## config.mk

```make
export PLATFORM = sky130hd
export DESIGN_NAME = stream_pkt_arbiter
export DESIGN_NICKNAME = d
export VERILOG_FILES = /design/src/rtl/stream_pkt_arbiter.sv
export SDC_FILE = /design/constraint.sdc
export NUM_CORES = 1
export LEC_CHECK = 0
export CAP_MARGIN = 10
export CORE_MARGIN = 2
export CORE_UTILIZATION = 31
export DETAILED_ROUTE_END_ITERATION = 16
export PLACE_DENSITY = 0.89
export SLEW_MARGIN = 10
export SYNTH_ARGS = -nofsm -noshare
export SYNTH_HDL_FRONTEND = slang
export SYNTH_SLANG_ARGS = --single-unit
export TNS_END_PERCENT = 5
```

## constraint.sdc

```tcl
create_clock -name clk -period 4.5 [get_ports clk]
set_input_delay 0.45 -clock clk [delete_from_list [all_inputs] [get_ports clk]]
set_output_delay 0.45 -clock clk [all_outputs]
set_load 0.005 [all_outputs]
```

## src/rtl/stream_pkt_arbiter.sv

```systemverilog
// Packet-level round-robin arbiter: merges NUM_PORTS valid/ready/last streams into one,
// holding each grant for a whole packet and tagging every output beat with its source port.
module stream_pkt_arbiter #(
  parameter int  NUM_PORTS  = 4,
  parameter int  DATA_WIDTH = 8,
  localparam int ID_WIDTH   = (NUM_PORTS > 1) ? $clog2(NUM_PORTS) : 1
) (
  input  logic                            clk,
  input  logic                            rst,
  input  logic [NUM_PORTS*DATA_WIDTH-1:0] s_data,
  input  logic [NUM_PORTS-1:0]            s_last,
  input  logic [NUM_PORTS-1:0]            s_valid,
  output logic [NUM_PORTS-1:0]            s_ready,
  output logic [DATA_WIDTH-1:0]           m_data,
  output logic                            m_last,
  output logic [ID_WIDTH-1:0]             m_id,
  output logic                            m_valid,
  input  logic                            m_ready,
  output logic                            busy
);

  typedef enum logic {IDLE, BUSY} state_t;

  state_t              state;
  logic [ID_WIDTH-1:0] grant;
  logic [ID_WIDTH-1:0] last_grant;
  logic [ID_WIDTH-1:0] next_grant;
  logic [ID_WIDTH-1:0] cand;
  logic                found;

  // Search starts just after the previous winner, so it ranks lowest; the modulo
  // keeps non-power-of-2 port counts from ever producing an out-of-range index.
  always_comb begin
    next_grant = '0;
    cand       = '0;
    found      = 1'b0;
    for (int k = 1; k <= NUM_PORTS; k++) begin
      cand = ID_WIDTH'((int'(last_grant) + k) % NUM_PORTS);
      if (!found && s_valid[cand]) begin
        next_grant = cand;
        found      = 1'b1;
      end
    end
  end

  always_comb begin
    s_ready = '0;
    m_data  = '0;
    m_last  = 1'b0;
    m_id    = '0;
    m_valid = 1'b0;
    busy    = (state == BUSY);
    if (state == BUSY) begin
      s_ready[grant] = m_ready;
      m_data         = s_data[int'(grant)*DATA_WIDTH +: DATA_WIDTH];
      m_last         = s_last[grant];
      m_valid        = s_valid[grant];
      m_id           = grant;
    end
  end

  always_ff @(posedge clk) begin
    if (rst) begin
      state      <= IDLE;
      grant      <= '0;
      last_grant <= ID_WIDTH'(NUM_PORTS - 1);
    end else begin
      case (state)
        IDLE: begin
          if (|s_valid) begin
            grant <= next_grant;
            state <= BUSY;
          end
        end
        BUSY: begin
          if (m_valid && m_ready && m_last) begin
            last_grant <= grant;
            state      <= IDLE;
          end
        end
      endcase
    end
  end

endmodule

```

==> results.yml <==
floorplan:
  start_util_pct: 32.8
  die-area_um2: 2430
  rows: 16
  die_y_um: 49.3
  io_pins: 60
  core_um2: 1940
  dieWidth_um: 49.3
worst_setup_path:
  startpoint_type: "flop"
  worstPathArrival_ns: 2.28
  crit_path_max_fanout: 16
  cp-end-kind: "primary output"
  r2r_start: "grant[0]"
  startpoint: "grant[0]"
  r2r_slack_ns: 2.59
  critical_path_class: "flop to primary output"
  worstPathRequired_ns: 4.05
final_layout:
  final_nets: 172
  syn2layout_area_growth_pct: 97.4
  num_antenna_cells: 0
  layout-drive-gt1-share_pct: 10.2
timing:
  drv_slew: 0
  fin_skew_ns: 0.00243
  maxSlewHeadroom_pct: 46.4
  fmax_mhz: 366
  hold_violations: 0
  period_share_pct: 60.7
  fin_crit_ns: 2.73
  finalSetupViolations: 0
  tightest_slew_ns: 0.803
  tns_ns: 0
  grt_setup_unrepaired: "no"
clock_network:
  numCtsBuffers: 3
  cts_sinks: 5
  cts_resized: 0
  clock_tree.root_cell: "clkbuf_4"
  clock_latency_ns: 0.23
  h-tree-depth: 1
  hold_buffers: 0
  cts_setup_buffers: 0
  clkSlewWorstSetupHoldPaths_ns: 0.04
  clk_path_buf_depth: 2
  cts_tree: "yes"
grt:
  grt_pass1_wl_um: 3950
  grt_usage_pct: 21.0
  grt-ovfl-total: 0
  grt_max_degree: 19
  grt_antenna_before_repair: 0
  grt_pass1_vias: 810
synth:
  yosys_warnings: 0
  synth_area_leader_cell: "mux4_2"
  mappedNetlistArea_um2: 637
  synth_fa_ha_area_share_pct: 0
  synth_cell_types: 25
  synth_xor_area_share_pct: 0
  syn_avg_cell_area_um2: 9.10
  synth-seq-cells: 5
  synthTopCellsByArea: "mux4_2, dfxtp_1, and2_1, mux2i_1, nor2_1"
  synth_top_area_share_pct: 31.8
  yosys.area_share.simple_pct: 25.1
  synth-compound-area-share_pct: 14.5
  synthCells: 70
  synth.yosys.seq_area_share_pct: 15.7
  syn-num-nets: 113
  synth_top_family_by_area: "multiplexers"
  synthMuxAreaShare_pct: 38.1
job:
  cap_violations: 0
worst_hold_path:
  hp-class: "flop to flop"
  min_from: "last_grant[1]"
power:
  finalPower_uw: 264
  switching_share_pct: 29.0
  vdd_drop_max_mv: 0.191
  combPwrFrac_pct: 54.4
  p_int_uw: 188
  power.switching_uw: 76.6
  powerDensity_nw_per_um2: 210
  clock_power_share_pct: 18.9
  power.leakage_uw: 0.000466
  pwr-share-seq_pct: 26.7
detailed_routing:
  drt_first_pass_iters: 4
  drtIter0Drc: 22
  vias: 798
  ant_nets: 0
  viasPerCell: 5.15
  drc: 0
  routed_wl_um: 2480
  wire_per_inst_um: 16.0
place:
  post-dp-hpwl_um: 2070
  io_buffers: 59
  gp_congestion: 0.779
outcome:
  status: "finished, final reports clean"
==> sequential cells by signal, summed over array words and instances (netlist names) <==
| name | flops |
|---|---|
| busy | 1 |
| last_grant | 2 |
| grant | 2 |
==> layout make-up <==
class | count | area, um^2
Timing Repair Buffer | 59 | 591
Inverter | 3 | 11.3
Clock buffer | 4 | 26.3
Fill cell | 155 | 684
Tap cell | 27 | 33.8
Multi-Input combinational cell | 57 | 495
Sequential cell | 5 | 100
==> layout by cell type, fill, tap and decap left out <==
master,count
clkdlybuf4s50_1,59
and2_1,11
nor2_1,9
mux4_2,9
dfxtp_1,5
mux2i_1,4
inv_1,3
nand2_1,3
o22ai_1,3
a21oi_1,3
clkbuf_4,3
nand2b_1,2
o21ai_0,2
nand3b_1,1
and3_1,1
nand3_1,1
and2_4,1
a21o_1,1
o31a_1,1
a211o_1,1
nor2b_1,1
o21a_1,1
a311oi_1,1
a22oi_1,1
clkbuf_1,1
==> critical path, stage by stage (launching register included) <==
cell	delay (ns)
dfxtp_1	0.83
mux4_2	0.58
and2_1	0.17
clkdlybuf4s50_1	0.46
==> power groups by stage <==
stage / registers, uW / clock network [uW] / logic [uW]
after global placement: 71.1 / 0 / 139
after floorplan: 54.9 / 0 / 75.8
after CTS: 71.2 / 53.3 / 144
after global routing: 73.7 / 54.8 / 153
final: 70.5 / 49.8 / 144
after detailed placement: 72.0 / 0 / 144
==> logic make-up (layout without fill, tap and decap cells) <==
kind of cell,Yosys count,after routing
buffers and inverters,8,66
AO/OA/AOI/OAI,14,14
AND/OR/NAND/NOR,30,30
multiplexers,13,13
flip-flops,5,5
==> layer usage <==
metal  vias up  global-route usage (%)  routed length, um
met3         2                    2.76                246
li1        373                       -                  -
met4         0                    4.29                  8
met1       368                    25.3                938
met2        55                    39.2               1290
met5         -                       0                  0
==> metrics by stage <==
stage               cells  utilization (%)  setup slack [ns]  instance area [um^2]  hold slack [ns]
floorplan              70                -              2.65                   637            0.522
global placement      151             63.4              1.98                  1230            0.576
detailed placement    151             63.4              1.92                  1230            0.580
CTS                   155             64.8              1.71                  1260            0.587
global route          155             64.8              1.63                  1260            0.620
finish                155             64.8              1.77                  1260            0.589
==> synth_stat cells <==
cell,number
nand2b_1,2
a21oi_1,3
a21o_1,1
o21ai_0,2
mux2i_1,4
and2_1,11
a211o_1,1
clkbuf_1,1
buf_6,1
dfxtp_1,5
nand2_1,3
o22ai_1,3
nand3_1,1
o21a_1,1
o31a_1,1
buf_2,3
a22oi_1,1
and2_4,1
inv_1,3
mux4_2,9
nand3b_1,1
nor2b_1,1
a311oi_1,1
nor2_1,9
and3_1,1
==> final timing paths <==
kind              endpoint  cells after the start
min          last_grant[1]                      2
max              m_data[3]                      3
min reg2reg  last_grant[1]                      2
max reg2reg  last_grant[0]                      4
(Power assumes the default switching activity.)
